===== config.mk =====
export PLATFORM = sky130hd
export DESIGN_NAME = axis_frame_gen_flat
export DESIGN_NICKNAME = d
export VERILOG_FILES = /design/src/rtl/axis_frame_gen_if.sv /design/src/rtl/axis_frame_gen.sv /design/src/flat_wrapper.sv
export SDC_FILE = /design/constraint.sdc
export NUM_CORES = 1
export LEC_CHECK = 0
export ABC_AREA = 1
export BUFFER_PORTS_ARGS = -buffer_cell sky130_fd_sc_hd__buf_2
export CORE_UTILIZATION = 55
export DETAILED_ROUTE_END_ITERATION = 16
export PLACE_DENSITY_LB_ADDON = 0.25
export SYNTH_ARGS = -nofsm -noshare
export SYNTH_HDL_FRONTEND = slang
export SYNTH_SLANG_ARGS = --single-unit

===== constraint.sdc =====
create_clock -name clk -period 3.3 [get_ports clk]
set_input_delay 0.66 -clock clk [delete_from_list [all_inputs] [get_ports clk]]
set_output_delay 0.66 -clock clk [all_outputs]
set_load 0.05 [all_outputs]

===== src/rtl/axis_frame_gen_if.sv =====
// AXI4-Stream beat channel driven by axis_frame_gen (master) into a frame sink (slave).
interface axis_frame_gen_if #(
  parameter int DATA_WIDTH = 8
) ();
  logic [DATA_WIDTH-1:0] tdata;
  logic                  tvalid;
  logic                  tready;
  logic                  tlast;
  logic                  tuser;

  modport master (output tdata, output tvalid, output tlast, output tuser, input tready);
  modport slave  (input tdata, input tvalid, input tlast, input tuser, output tready);
endinterface


===== src/rtl/axis_frame_gen.sv =====
// AXI4-Stream frame generator: N frames of programmable length and gap, abort, good/drop counters.
// Optional macro AXIS_FRAME_GEN_LFSR_EN switches beat data from incrementing to a Galois LFSR.
module axis_frame_gen #(
  parameter int                    DATA_WIDTH  = 8,
  parameter int                    LEN_WIDTH   = 16,
  parameter int                    GAP_WIDTH   = 8,
  parameter int                    COUNT_WIDTH = 16,
  parameter logic [DATA_WIDTH-1:0] LFSR_POLY   = 8'hB8
) (
  input  logic                   clk,
  input  logic                   rst,
  input  logic                   start,
  input  logic [LEN_WIDTH-1:0]   frame_len,
  input  logic [COUNT_WIDTH-1:0] frame_count,
  input  logic [GAP_WIDTH-1:0]   gap_len,
  input  logic [DATA_WIDTH-1:0]  seed,
  input  logic                   abort,
  axis_frame_gen_if.master       output_axis,
  input  logic                   drop_frame,
  output logic                   busy,
  output logic [COUNT_WIDTH-1:0] frames_sent,
  output logic [COUNT_WIDTH-1:0] frames_dropped
);

  typedef enum logic [1:0] {
    ST_IDLE = 2'd0,
    ST_SEND = 2'd1,
    ST_GAP  = 2'd2,
    ST_TERM = 2'd3
  } state_t;

  localparam logic [COUNT_WIDTH-1:0] CNT_MAX = {COUNT_WIDTH{1'b1}};

  function automatic logic [DATA_WIDTH-1:0] next_data(input logic [DATA_WIDTH-1:0] cur);
`ifdef AXIS_FRAME_GEN_LFSR_EN
    if (cur[0]) begin
      next_data = {1'b0, cur[DATA_WIDTH-1:1]} ^ LFSR_POLY;
    end else begin
      next_data = {1'b0, cur[DATA_WIDTH-1:1]};
    end
`else
    next_data = cur + DATA_WIDTH'(1);
`endif
  endfunction

  function automatic logic [DATA_WIDTH-1:0] first_data(input logic [DATA_WIDTH-1:0] s);
`ifdef AXIS_FRAME_GEN_LFSR_EN
    // An all-zero LFSR state would lock up, so a zero seed is promoted to 1.
    first_data = (s == {DATA_WIDTH{1'b0}}) ? DATA_WIDTH'(1) : s;
`else
    first_data = s;
`endif
  endfunction

  state_t                 state_r;
  logic [LEN_WIDTH-1:0]   len_r;
  logic [LEN_WIDTH-1:0]   beat_r;
  logic [COUNT_WIDTH-1:0] rem_r;
  logic [GAP_WIDTH-1:0]   gap_r;
  logic [GAP_WIDTH-1:0]   gap_cnt_r;
  logic [DATA_WIDTH-1:0]  seed_r;
  logic                   abort_pend_r;
  logic [DATA_WIDTH-1:0]  tdata_r;
  logic                   tvalid_r;
  logic                   tlast_r;
  logic                   tuser_r;
  logic                   busy_r;
  logic [COUNT_WIDTH-1:0] sent_r;
  logic [COUNT_WIDTH-1:0] dropped_r;

  logic [LEN_WIDTH-1:0]   len_eff_s;
  logic [LEN_WIDTH-1:0]   beat_next_s;
  logic                   tlast_next_s;
  logic                   accept_s;
  logic                   abort_now_s;

  assign len_eff_s    = (frame_len == {LEN_WIDTH{1'b0}}) ? LEN_WIDTH'(1) : frame_len;
  assign beat_next_s  = beat_r + LEN_WIDTH'(1);
  assign tlast_next_s = (beat_next_s == (len_r - LEN_WIDTH'(1)));
  assign accept_s     = tvalid_r & output_axis.tready;
  assign abort_now_s  = abort | abort_pend_r;

  // Frame sequencer: state, beat registers and the good-frame counter.
  always_ff @(posedge clk) begin
    if (rst) begin
      state_r      <= ST_IDLE;
      len_r        <= {LEN_WIDTH{1'b0}};
      beat_r       <= {LEN_WIDTH{1'b0}};
      rem_r        <= {COUNT_WIDTH{1'b0}};
      gap_r        <= {GAP_WIDTH{1'b0}};
      gap_cnt_r    <= {GAP_WIDTH{1'b0}};
      seed_r       <= {DATA_WIDTH{1'b0}};
      abort_pend_r <= 1'b0;
      tdata_r      <= {DATA_WIDTH{1'b0}};
      tvalid_r     <= 1'b0;
      tlast_r      <= 1'b0;
      tuser_r      <= 1'b0;
      busy_r       <= 1'b0;
      sent_r       <= {COUNT_WIDTH{1'b0}};
    end else begin
      case (state_r)
        ST_IDLE: begin
          // Abort in the same cycle as start cancels the run before it begins.
          if (start && !abort) begin
            len_r        <= len_eff_s;
            rem_r        <= frame_count;
            gap_r        <= gap_len;
            seed_r       <= first_data(seed);
            tdata_r      <= first_data(seed);
            beat_r       <= {LEN_WIDTH{1'b0}};
            tlast_r      <= (len_eff_s == LEN_WIDTH'(1));
            tuser_r      <= 1'b0;
            tvalid_r     <= 1'b1;
            abort_pend_r <= 1'b0;
            busy_r       <= 1'b1;
            state_r      <= ST_SEND;
          end
        end
        ST_SEND: begin
          if (accept_s) begin
            abort_pend_r <= 1'b0;
            if (tlast_r) begin
              if (sent_r != CNT_MAX) begin
                sent_r <= sent_r + COUNT_WIDTH'(1);
              end
              // rem_r == 0 means an endless run, so it never matches 1 here.
              if (abort_now_s || (rem_r == COUNT_WIDTH'(1))) begin
                tvalid_r <= 1'b0;
                tlast_r  <= 1'b0;
                busy_r   <= 1'b0;
                state_r  <= ST_IDLE;
              end else begin
                if (rem_r != {COUNT_WIDTH{1'b0}}) begin
                  rem_r <= rem_r - COUNT_WIDTH'(1);
                end
                beat_r  <= {LEN_WIDTH{1'b0}};
                tdata_r <= seed_r;
                if (gap_r == {GAP_WIDTH{1'b0}}) begin
                  tlast_r <= (len_r == LEN_WIDTH'(1));
                end else begin
                  tvalid_r  <= 1'b0;
                  tlast_r   <= 1'b0;
                  gap_cnt_r <= gap_r - GAP_WIDTH'(1);
                  state_r   <= ST_GAP;
                end
              end
            end else if (abort_now_s) begin
              tdata_r <= next_data(tdata_r);
              tlast_r <= 1'b1;
              tuser_r <= 1'b1;
              state_r <= ST_TERM;
            end else begin
              beat_r  <= beat_next_s;
              tdata_r <= next_data(tdata_r);
              tlast_r <= tlast_next_s;
            end
          end else if (abort) begin
            abort_pend_r <= 1'b1;
          end
        end
        ST_GAP: begin
          if (abort) begin
            busy_r  <= 1'b0;
            state_r <= ST_IDLE;
          end else if (gap_cnt_r == {GAP_WIDTH{1'b0}}) begin
            tvalid_r <= 1'b1;
            tlast_r  <= (len_r == LEN_WIDTH'(1));
            state_r  <= ST_SEND;
          end else begin
            gap_cnt_r <= gap_cnt_r - GAP_WIDTH'(1);
          end
        end
        ST_TERM: begin
          if (output_axis.tready) begin
            tvalid_r <= 1'b0;
            tlast_r  <= 1'b0;
            tuser_r  <= 1'b0;
            busy_r   <= 1'b0;
            state_r  <= ST_IDLE;
          end
        end
        default: begin
          tvalid_r <= 1'b0;
          tlast_r  <= 1'b0;
          tuser_r  <= 1'b0;
          busy_r   <= 1'b0;
          state_r  <= ST_IDLE;
        end
      endcase
    end
  end

  // Sink drop reports are counted independently of the sequencer state.
  always_ff @(posedge clk) begin
    if (rst) begin
      dropped_r <= {COUNT_WIDTH{1'b0}};
    end else if (drop_frame && (dropped_r != CNT_MAX)) begin
      dropped_r <= dropped_r + COUNT_WIDTH'(1);
    end
  end

  assign output_axis.tdata  = tdata_r;
  assign output_axis.tvalid = tvalid_r;
  assign output_axis.tlast  = tlast_r;
  assign output_axis.tuser  = tuser_r;
  assign busy               = busy_r;
  assign frames_sent        = sent_r;
  assign frames_dropped     = dropped_r;

endmodule


===== src/flat_wrapper.sv =====
// flat-port wrapper written by rule: the top's interface ports become plain ports
module axis_frame_gen_flat 
#(
  parameter int                    DATA_WIDTH  = 8,
  parameter int                    LEN_WIDTH   = 16,
  parameter int                    GAP_WIDTH   = 8,
  parameter int                    COUNT_WIDTH = 16,
  parameter logic [DATA_WIDTH-1:0] LFSR_POLY   = 8'hB8
)
  (clk, rst, start, frame_len, frame_count, gap_len, seed, abort, drop_frame, busy, frames_sent, frames_dropped, output_axis_tdata, output_axis_tvalid, output_axis_tlast, output_axis_tuser, output_axis_tready);
  axis_frame_gen_if #(.DATA_WIDTH(DATA_WIDTH)) output_axis_i ();
  input  logic clk;
  input  logic rst;
  input  logic start;
  input  logic [LEN_WIDTH-1:0] frame_len;
  input  logic [COUNT_WIDTH-1:0] frame_count;
  input  logic [GAP_WIDTH-1:0] gap_len;
  input  logic [DATA_WIDTH-1:0] seed;
  input  logic abort;
  input  logic drop_frame;
  output logic busy;
  output logic [COUNT_WIDTH-1:0] frames_sent;
  output logic [COUNT_WIDTH-1:0] frames_dropped;
  output wire logic [$bits(output_axis_i.tdata)-1:0] output_axis_tdata;
  output wire logic [$bits(output_axis_i.tvalid)-1:0] output_axis_tvalid;
  output wire logic [$bits(output_axis_i.tlast)-1:0] output_axis_tlast;
  output wire logic [$bits(output_axis_i.tuser)-1:0] output_axis_tuser;
  input wire logic [$bits(output_axis_i.tready)-1:0] output_axis_tready;
  assign output_axis_tdata = output_axis_i.tdata;
  assign output_axis_tvalid = output_axis_i.tvalid;
  assign output_axis_tlast = output_axis_i.tlast;
  assign output_axis_tuser = output_axis_i.tuser;
  assign output_axis_i.tready = output_axis_tready;
  axis_frame_gen #(.DATA_WIDTH(DATA_WIDTH), .LEN_WIDTH(LEN_WIDTH), .GAP_WIDTH(GAP_WIDTH), .COUNT_WIDTH(COUNT_WIDTH), .LFSR_POLY(LFSR_POLY)) u_core (.clk(clk), .rst(rst), .start(start), .frame_len(frame_len), .frame_count(frame_count), .gap_len(gap_len), .seed(seed), .abort(abort), .output_axis(output_axis_i), .drop_frame(drop_frame), .busy(busy), .frames_sent(frames_sent), .frames_dropped(frames_dropped));
endmodule

* Word-level counts from Yosys, hierarchy flattened
Index checks and enable logic that the tools add are counted.
Word-level totals: register bits 119, word-level logic and storage cells 145
Operators by class: $add $sub $neg 8, eq/ne operators 30, muxes and demuxes 66, bitwise operators 2, reduce and logical (&&, ||, !) cells 24
Operators by type and width (count):
- $mux W16 | 11
- $mux W8 | 10
- $pmux W16 S2 | 2
- $add A16 B1 Y16 const B | 3
- $eq A16 B1 Y1 const B | 3
- $ne A16 B16 Y1 const B | 2
- $pmux W8 S2 | 2
- $sub A16 B1 Y16 const B | 2
- $mux W1 | 26
- $reduce_and A6 Y1 | 4
- $mux W2 | 9
- $eq A16 B16 Y1 | 1
- $logic_not A16 Y1 | 1
- $logic_not A8 Y1 | 2
- $reduce_bool A16 Y1 | 1
- $sub A8 B1 Y8 const B | 2
- $ne A2 B1 Y1 const B | 7
- $ne A2 B2 Y1 const B | 7
- $reduce_and A7 Y1 | 2
- $ne A3 B2 Y1 const B | 4
- $pmux W1 S4 | 3
- $reduce_and A5 Y1 | 2
- $add A8 B1 Y8 const B | 1
- $pmux W2 S4 | 1
- other kinds (18) | 22

* Logic depth before layout (Yosys ltp)
Gate-level depths: netlist (run 1).
word-level depth 6, mapped depth 17, gate-level depth less buffers 17

* Worst setup path after synthesis (run 1)
No wires, ideal clock.
path type reg2reg, start register u_core.tlast_r, in the netlist u_core.output_axis.tlast, end register u_core.sent_r[11], in the netlist u_core.frames_sent[11], library setup time 0.117 ns, data arrival time 2.003 ns, required time 3.183 ns, slack 1.180 ns, stages on the path, launching flop included 10, buffers on the path 0, clock period less this slack 2.120 ns, path through dfxtp_1 > inv_1 > nor3_2 > nand2_2 > nor2_1 > nand3_1 > nor2_1 > inv_1 > o21ai_0 > nor2_1
Between the ends: cells in the longest elaborated chain, start to end 1
RTL lines:
- start: declaration | RTL line axis_frame_gen.sv:65 | logic tlast_r;
- start signal: assignment | RTL line axis_frame_gen.sv:111 | tlast_r <= (len_eff_s == LEN_WIDTH'(1));
- start signal: assignment | RTL line axis_frame_gen.sv:139 | tlast_r <= (len_r == LEN_WIDTH'(1));
- start signal: assignment | RTL line axis_frame_gen.sv:155 | tlast_r <= tlast_next_s;
- $reduce_and A4 Y1 (no line)
- end signal: assignment | RTL line axis_frame_gen.sv:99 | sent_r <= {COUNT_WIDTH{1'b0}};
- end signal: assignment | RTL line axis_frame_gen.sv:124 | sent_r <= sent_r + COUNT_WIDTH'(1);
- end: declaration | RTL line axis_frame_gen.sv:68 | logic [COUNT_WIDTH-1:0] sent_r;
Every way passes these cells. A chain may end at the register's enable or synchronous reset.

* Final worst setup path (run 1)
start register u_core.state_r[1], end register u_core.rem_r[15]
Between the ends: cells in the longest elaborated chain, start to end 3, elaborated cells between the ends (all ways) 10
RTL lines:
- start: declaration | RTL line axis_frame_gen.sv:55 | state_t state_r;
- start signal: assignment | RTL line axis_frame_gen.sv:86 | state_r <= ST_IDLE;
- start signal: assignment | RTL line axis_frame_gen.sv:116 | state_r <= ST_SEND;
- start signal: assignment | RTL line axis_frame_gen.sv:131 | state_r <= ST_IDLE;
- $eq A2 B1 Y1 or $logic_not A2 Y1 (tied branches) | RTL line axis_frame_gen.sv:101 | case (state_r)
- $ne A2 B1 Y1 (no line) (tied with other cells)
- $reduce_and A6 Y1 (no line)
- end signal: assignment | RTL line axis_frame_gen.sv:89 | rem_r <= {COUNT_WIDTH{1'b0}};
- end signal: assignment | RTL line axis_frame_gen.sv:106 | rem_r <= frame_count;
- end signal: assignment | RTL line axis_frame_gen.sv:134 | rem_r <= rem_r - COUNT_WIDTH'(1);
- end: declaration | RTL line axis_frame_gen.sv:58 | logic [COUNT_WIDTH-1:0] rem_r;
Several ways; a longest one is shown, not always the timed one.

==> results of run 1 <==
layout by cell type, fill, tap and decap left out, types with 4 or more instances in the layout:
| cell type | count |
|---|---|
| nor2_1 | 135 |
| nor4_1 | 4 |
| nand3_1 | 65 |
| a21oi_1 | 84 |
| a31oi_1 | 16 |
| inv_2 | 6 |
| xnor2_1 | 5 |
| inv_1 | 141 |
| nand4_1 | 17 |
| clkinvlp_4 | 4 |
| xor2_1 | 20 |
| a211oi_1 | 15 |
| clkbuf_16 | 17 |
| ha_1 | 9 |
| nor3_1 | 25 |
| nand2_1 | 256 |
| dfxtp_1 | 119 |
| buf_2 | 97 |
| o21ai_0 | 98 |
report_power, final:
part	internal, mW	switching [mW]	total (mW)	leakage [nW]
sequential	1.76	0.296	2.06	0.973
combinational	0.942	2.08	3.02	2.44
clock	1.25	0.665	1.91	0.289
layout make-up:
| type | instances | area, sq um |
|---|---|---|
| inverter | 147 | 551.8 |
| clock buffer | 22 | 474.2 |
| tap | 168 | 210.2 |
| clock inverter | 10 | 142.6 |
| sequential | 119 | 2382 |
| multi-input combinational | 784 | 3777 |
| fill | 1090 | 3995 |
| timing repair buffer | 101 | 528.0 |
Yosys cell counts (all sizes together), types with 3 or more instances:
| cell | n | area (sq um) |
|---|---|---|
| a211oi | 15 | 112.6 |
| a21oi | 84 | 420.4 |
| a31oi | 16 | 100.1 |
| buf | 9 | 50.05 |
| clkbuf | 21 | 78.83 |
| dfxtp | 119 | 2382 |
| ha | 9 | 112.6 |
| inv | 147 | 551.8 |
| nand2 | 259 | 984.7 |
| nand3 | 65 | 325.3 |
| nand3b | 3 | 22.52 |
| nand4 | 17 | 106.4 |
| nor2 | 137 | 519.3 |
| nor3 | 28 | 155.2 |
| nor3b | 3 | 22.52 |
| nor4 | 4 | 25.02 |
| o21a | 3 | 22.52 |
| o21ai | 99 | 499.2 |
| o221ai | 3 | 26.28 |
| xnor2 | 5 | 43.79 |
| xor2 | 20 | 175.2 |
worst paths after layout:
kind / start / to / depth (start not counted)
max reg2reg: u_core.state_r[1]$_SDFFE_PP0P_ / u_core.rem_r[15]$_SDFFE_PP0P_ / 12
max: u_core.state_r[1]$_SDFFE_PP0P_ / u_core.rem_r[15]$_SDFFE_PP0P_ / 12
min reg2reg: u_core.seed_r[7]$_SDFFE_PP0P_ / u_core.seed_r[7]$_SDFFE_PP0P_ / 2
min: u_core.seed_r[7]$_SDFFE_PP0P_ / u_core.seed_r[7]$_SDFFE_PP0P_ / 2
sequential cells by signal, indices dropped and copies added, names as in the netlist:
name	count
u_core.beat_r	16
u_core.frames_dropped	16
u_core.frames_sent	16
u_core.len_r	16
u_core.rem_r	16
u_core.gap_cnt_r	8
u_core.gap_r	8
u_core.output_axis.tdata	8
u_core.seed_r	8
u_core.state_r	2
u_core.abort_pend_r	1
u_core.busy	1
u_core.output_axis.tlast	1
u_core.output_axis.tuser	1
u_core.output_axis.tvalid	1
kinds of logic after synthesis:
group,after synthesis,synth area share
XOR/XNOR,25,0.03201
flip-flops,119,0.3483
AO/OA/AOI/OAI,230,0.1842
buffers and inverters,177,0.09951
AND/OR/NAND/NOR,520,0.3196
adder cells (fa/ha/maj),9,0.01646
through the flow:
step | instances | instance area (sq um)
finish | 1351 | 8066
global route | 1351 | 8066
CTS | 1351 | 8066
detailed placement | 1319 | 7450
global placement | 1319 | 7450
floorplan | 1080 | 6840
metal layers:
metal  wire length [um]  global-route usage  up-vias  share of wire
met5                  0                   0        -              0
met4                394              0.1096        0          0.023
met3               1302             0.07811       36          0.075
met2               7797              0.4683      237           0.45
met1               7859              0.3501     3168           0.45
li1                   -                   -     3734              -
worst min-delay path, cell delays in order, from the launching register on:
cell and delay (ns):
dfxtp_1 0.30, inv_1 0.06, a21oi_1 0.05
==> metrics.yaml, run 1 <==
outcome:
  outcome: "finished, final reports clean"
timing:
  finalHoldViolations: 0
  finClkSkew_ns: 0.006992
  drv_slew: 0
  min_period_ns: 2.568
  whs_ns: 0.4554
  worst_slack_ns: 0.7320
  setup_viol: 0
  rsz0062_at_grt: "false"
  slew_headroom: 0.1846
  fmax_ghz: 0.3894
  worst_pin_slew_ns: 1.222
  fin_crit_sh: 0.7782
  tns_ns: 0
cells_and_area:
  n_antenna_cell: 0
  drive_gt1_frac: 0.1243
  final_util: 0.6688
  final_nets: 1233
  syn_to_final_growth_pct: 17.93
floorplan:
  pin_count: 98
  die-area_sq_um: 12890
  design.core.area_sq_um: 12060
  fp.dieH_um: 113.5
  rows: 40
  fp.dieW_um: 113.5
  start_util: 0.5671
clocking:
  cts_tree: "yes"
  post_cts_buffers: 0
  root_buffer: "clkbuf_16"
  ctsLongestPathBuffers: 2
  numCtsBuffers: 17
  clk_pin_slew_ns: 0.05
  htreeDepth: 4
  cts_resized: 0
  cts.sinks: 119
  hold_buffers: 0
  clkLatencyLatePin_ns: 0.42
global_routing:
  grt_max_degree: 56
  antenna_found_initial: 0
  grt_pass1_wl_mm: 29.41
  grt_pass1_vias: 6518
  grt.total_usage: 0.2832
  overflow: 0
placement:
  hpwlAfterDp_mm: 12.43
  gp_congestion: 0.8789
  pre_cts_slack_ns: 0.7350
  port_buffers: 97
setup_path:
  end_kind: "flop"
  slowest_stage: "dfxtp_1"
  crit_required_ns: 3.65
  critPathTopFamily: "simple AND/OR/NAND/NOR gates"
  cp_num_buf_inv: 3
  path_cells: "inv_2 -> nand2_4 -> inv_2 -> nand2_1 -> nand2_1 -> nor2_1 -> nand2_1 -> a31oi_1 -> nand2_1 -> inv_2 -> o221ai_1 -> a21oi_1"
  worstPathMaxFanout: 27
  cpMostUsedCell: "nand2_1"
  crit_path_start_kind: "flop"
  worst-setup-path-type: "flop to flop"
  crit_arrival_ns: 2.92
  slowest_delay_ns: 0.38
  rrSetupSlack_ns: 0.73
yosys:
  syn_area_per_cell_sq_um: 6.334
  ys_warn_count: 0
  postSynthCellCount: 1080
  ys.flop_type: "dfxtp_1"
  yosysUniqueCellTypes: 39
  ys_ff_latch: 119
  netlist_area_sq_um: 6840
  async_flop_share: 0
  synth_enable_flop_cells: 0
  synth-seq-area-share: 0.3483
  synth.net_count: 1143
power:
  power.total_mw: 6.993
  powerDensity_nw_per_um2: 866.9
  p_leak_nw: 3.702
  ir_worst_vdd_uv: 445.8
drt:
  drc: 0
  drt-initial-drc-count: 434
  detail-route-antenna-nets: 0
  vias: 7175
  vias_per_cell: 5.311
  drt_pass1_iterations: 6
  wirelength_mm: 17.35
  routedWlPerCell_um: 12.84
worst_hold_path:
  hold_class: "flop to flop"
job:
  maxCapViolCount: 0
(Power assumes the default switching activity.)
==> inputs of run 2 (changes only) <==
clock period = 2.55 ns   (was 3.3 ns; I/O delays follow)
==> run 2 against run 1 <==
Effect of this change: clock power grew 29%; sequential share of layout area shrank 0.26 points; die area is the same; first-iteration DRC count grew 5.3%; hold slack lost 0.13 ns; sequential power grew 30%; count of clock-buffer cells in the layout grew 1; critical endpoint is now u_core.gap_cnt_r[6]$_SDFFE_PP0P_.
==> metrics.yaml, run 2 (synthesis gave the netlist of run 1 again) <==
timing:
  finClkSkew_ns: 0.007614  # +0.0006219 ns
  slew_headroom: 0.2282  # +0.04360
  tns_ns: 0  # unchanged
  worst_slack_ns: 0.3171  # -0.4149 ns
  min_period_ns: 2.233  # -0.3351 ns
  setup_viol: 0  # unchanged
  drv_slew: 0  # unchanged
  fmax_ghz: 0.4478  # +15%
  whs_ns: 0.3213  # -0.1341 ns
  finalHoldViolations: 0  # unchanged
  fin_crit_sh: 0.8756  # +0.09747
  worst_pin_slew_ns: 1.156  # -0.06532 ns
  rsz0062_at_grt: "false"
drt:
  wirelength_mm: 18.12  # +4.4%
  vias: 7215  # +0.56%
  drc: 0  # unchanged
  drt-initial-drc-count: 457  # +5.3%
  drt_pass1_iterations: 6  # unchanged
  routedWlPerCell_um: 13.32  # +3.7%
  vias_per_cell: 5.301  # -0.18%
  detail-route-antenna-nets: 0  # unchanged
setup_path:
  rrSetupSlack_ns: 0.32  # -0.41 ns
  worstPathMaxFanout: 18  # -33%
  end_kind: "flop"
  crit_required_ns: 2.85  # -0.80 ns
  crit_arrival_ns: 2.53  # -0.39 ns
  crit_path_start_kind: "flop"
  worst-setup-path-type: "flop to flop"
cells_and_area:
  final_cells: 1361  # +0.74%
  final_nets: 1242  # +0.73%
  syn_to_final_growth_pct: 18.99
  drive_gt1_frac: 0.1317  # +0.007451
  final_common_cell: "nand2_1"
  nFillCells: 1091  # +0.092%
  layout_common_cells: "256 x nand2_1, 141 x inv_1, 135 x nor2_1"
clocking:
  cts_resized: 0  # unchanged
  cts_tree: "yes"
  cts.sinks: 119  # unchanged
  clkLatencyLatePin_ns: 0.42  # about the same
  ctsLongestPathBuffers: 2  # unchanged
  root_buffer: "clkbuf_16"
  htreeDepth: 4  # unchanged
  clk_pin_slew_ns: 0.06  # about the same
  hold_buffers: 0  # unchanged
  post_cts_buffers: 0  # unchanged
  numCtsBuffers: 17  # unchanged
power:
  power.total_mw: 9.150  # +31%
  p_int_mw: 5.132  # +30%
  ir_worst_vdd_uv: 694.8  # +56%
  combPwrFrac: 0.439  # +0.007
  powerDensity_nw_per_um2: 1124  # +30%
  p_sw_mw: 4.018  # +32%
  p_leak_nw: 3.761  # +1.6%
  switching_share: 0.4391  # +0.004082
  sequentialPowerShare: 0.291  # -0.003
  power_frac_clock: 0.270  # -0.004
floorplan:
  rows: 40  # unchanged
  die-area_sq_um: 12890  # unchanged
  start_util: 0.5671  # unchanged
  fp.dieH_um: 113.5  # unchanged
  pin_count: 98  # unchanged
  design.core.area_sq_um: 12060  # unchanged
  fp.dieW_um: 113.5  # unchanged
placement:
  dp_cells: 1328  # +0.68%
  gp_congestion: 0.8799  # +0.11%
  pre_cts_slack_ns: 0.2566  # -0.4784 ns
  hpwlAfterDp_mm: 12.84  # +3.3%
  port_buffers: 97  # unchanged
global_routing:
  overflow: 0  # unchanged
  grt_pass1_vias: 6636  # +1.8%
  antenna_found_initial: 0  # unchanged
  grt_pass1_wl_mm: 30.44  # +3.5%
  grt.total_usage: 0.2942  # +0.01100
  grt_max_degree: 41  # -27%
outcome:
  outcome: "finished, final reports clean"
worst_hold_path:
  hold_class: "primary input to flop"
job:
  maxCapViolCount: 0  # unchanged
## run 2: cell types whose count changed in the layout (fill, tap and decap cells not counted)
cell        previous run  this run
o21ai_4                0         1
buf_4                  3        12
clkinv_4               1         3
diode_2                0         1
clkbuf_1               2         1
o21ai_2                1         0
inv_6                  1         2
clkbuf_8               3         5
clkinvlp_4             4         0
bufinv_16              3         2
clkinv_2               1         2
## run 2: cell type report
class / count / area, sq um / share of cell area
multi-input cells: 784 / 3785 / 0.4650
flip-flops and latches: 119 / 2382 / 0.2927
repair buffers: 110 / 595.6 / 0.07317
inverters: 147 / 551.8 / 0.06779
clock buffers: 23 / 498.0 / 0.06118
well taps: 168 / 210.2 / 0.02583
clock inverters: 9 / 113.9 / 0.01399
diodes: 1 / 2.502 / 0.0003075
## run 2: worst max-delay path: stages, from the launching register on
cell	delay, ns
dfxtp_1	0.34
inv_1	0.13
nand2_1	0.32
o21ai_0	0.42
ha_1	0.25
nand3_1	0.13
nor3b_1	0.26
xor2_1	0.18
a21oi_1	0.08
## run 2: worst paths after layout
| path | end | cells after the start | from |
|---|---|---|---|
| min reg2reg | u_core.seed_r[6]$_SDFFE_PP0P_ | 2 | u_core.seed_r[6]$_SDFFE_PP0P_ |
| max | u_core.gap_cnt_r[6]$_SDFFE_PP0P_ | 8 | u_core.state_r[0]$_SDFFE_PP0P_ |
| min | u_core.gap_r[4]$_SDFFE_PP0P_ | 3 | gap_len[4] |
| max reg2reg | u_core.gap_cnt_r[6]$_SDFFE_PP0P_ | 8 | u_core.state_r[0]$_SDFFE_PP0P_ |
## run 2: routing by layer
metal | GRT usage | up-vias | routed length (um)
li1 | - | 3742 | -
met1 | 0.3669 | 3208 | 8278
met2 | 0.4801 | 233 | 8231
met3 | 0.09352 | 32 | 1318
met4 | 0.09912 | 0 | 295
met5 | 0 | - | 0
## run 2: per-stage QoR
stage	instance area, sq um	utilization
5_1_grt	8137	0.6746
4_1_cts	8129	0.6740
3_3_place_gp	7517	0.6232
3_5_place_dp	7517	0.6232
6_report	8139	0.6748
2_1_floorplan	6840	-
## run 2: power groups by stage
stage                     Sequential (mW)  Clock, mW  Combinational [mW]
final                                2.67       2.47                4.02
after detailed placement             2.68          0                3.92
after floorplan                      2.87          0                2.87
after global routing                 2.71       2.57                4.57
after CTS                            2.65       2.48                3.96
after global placement               2.67          0                3.86
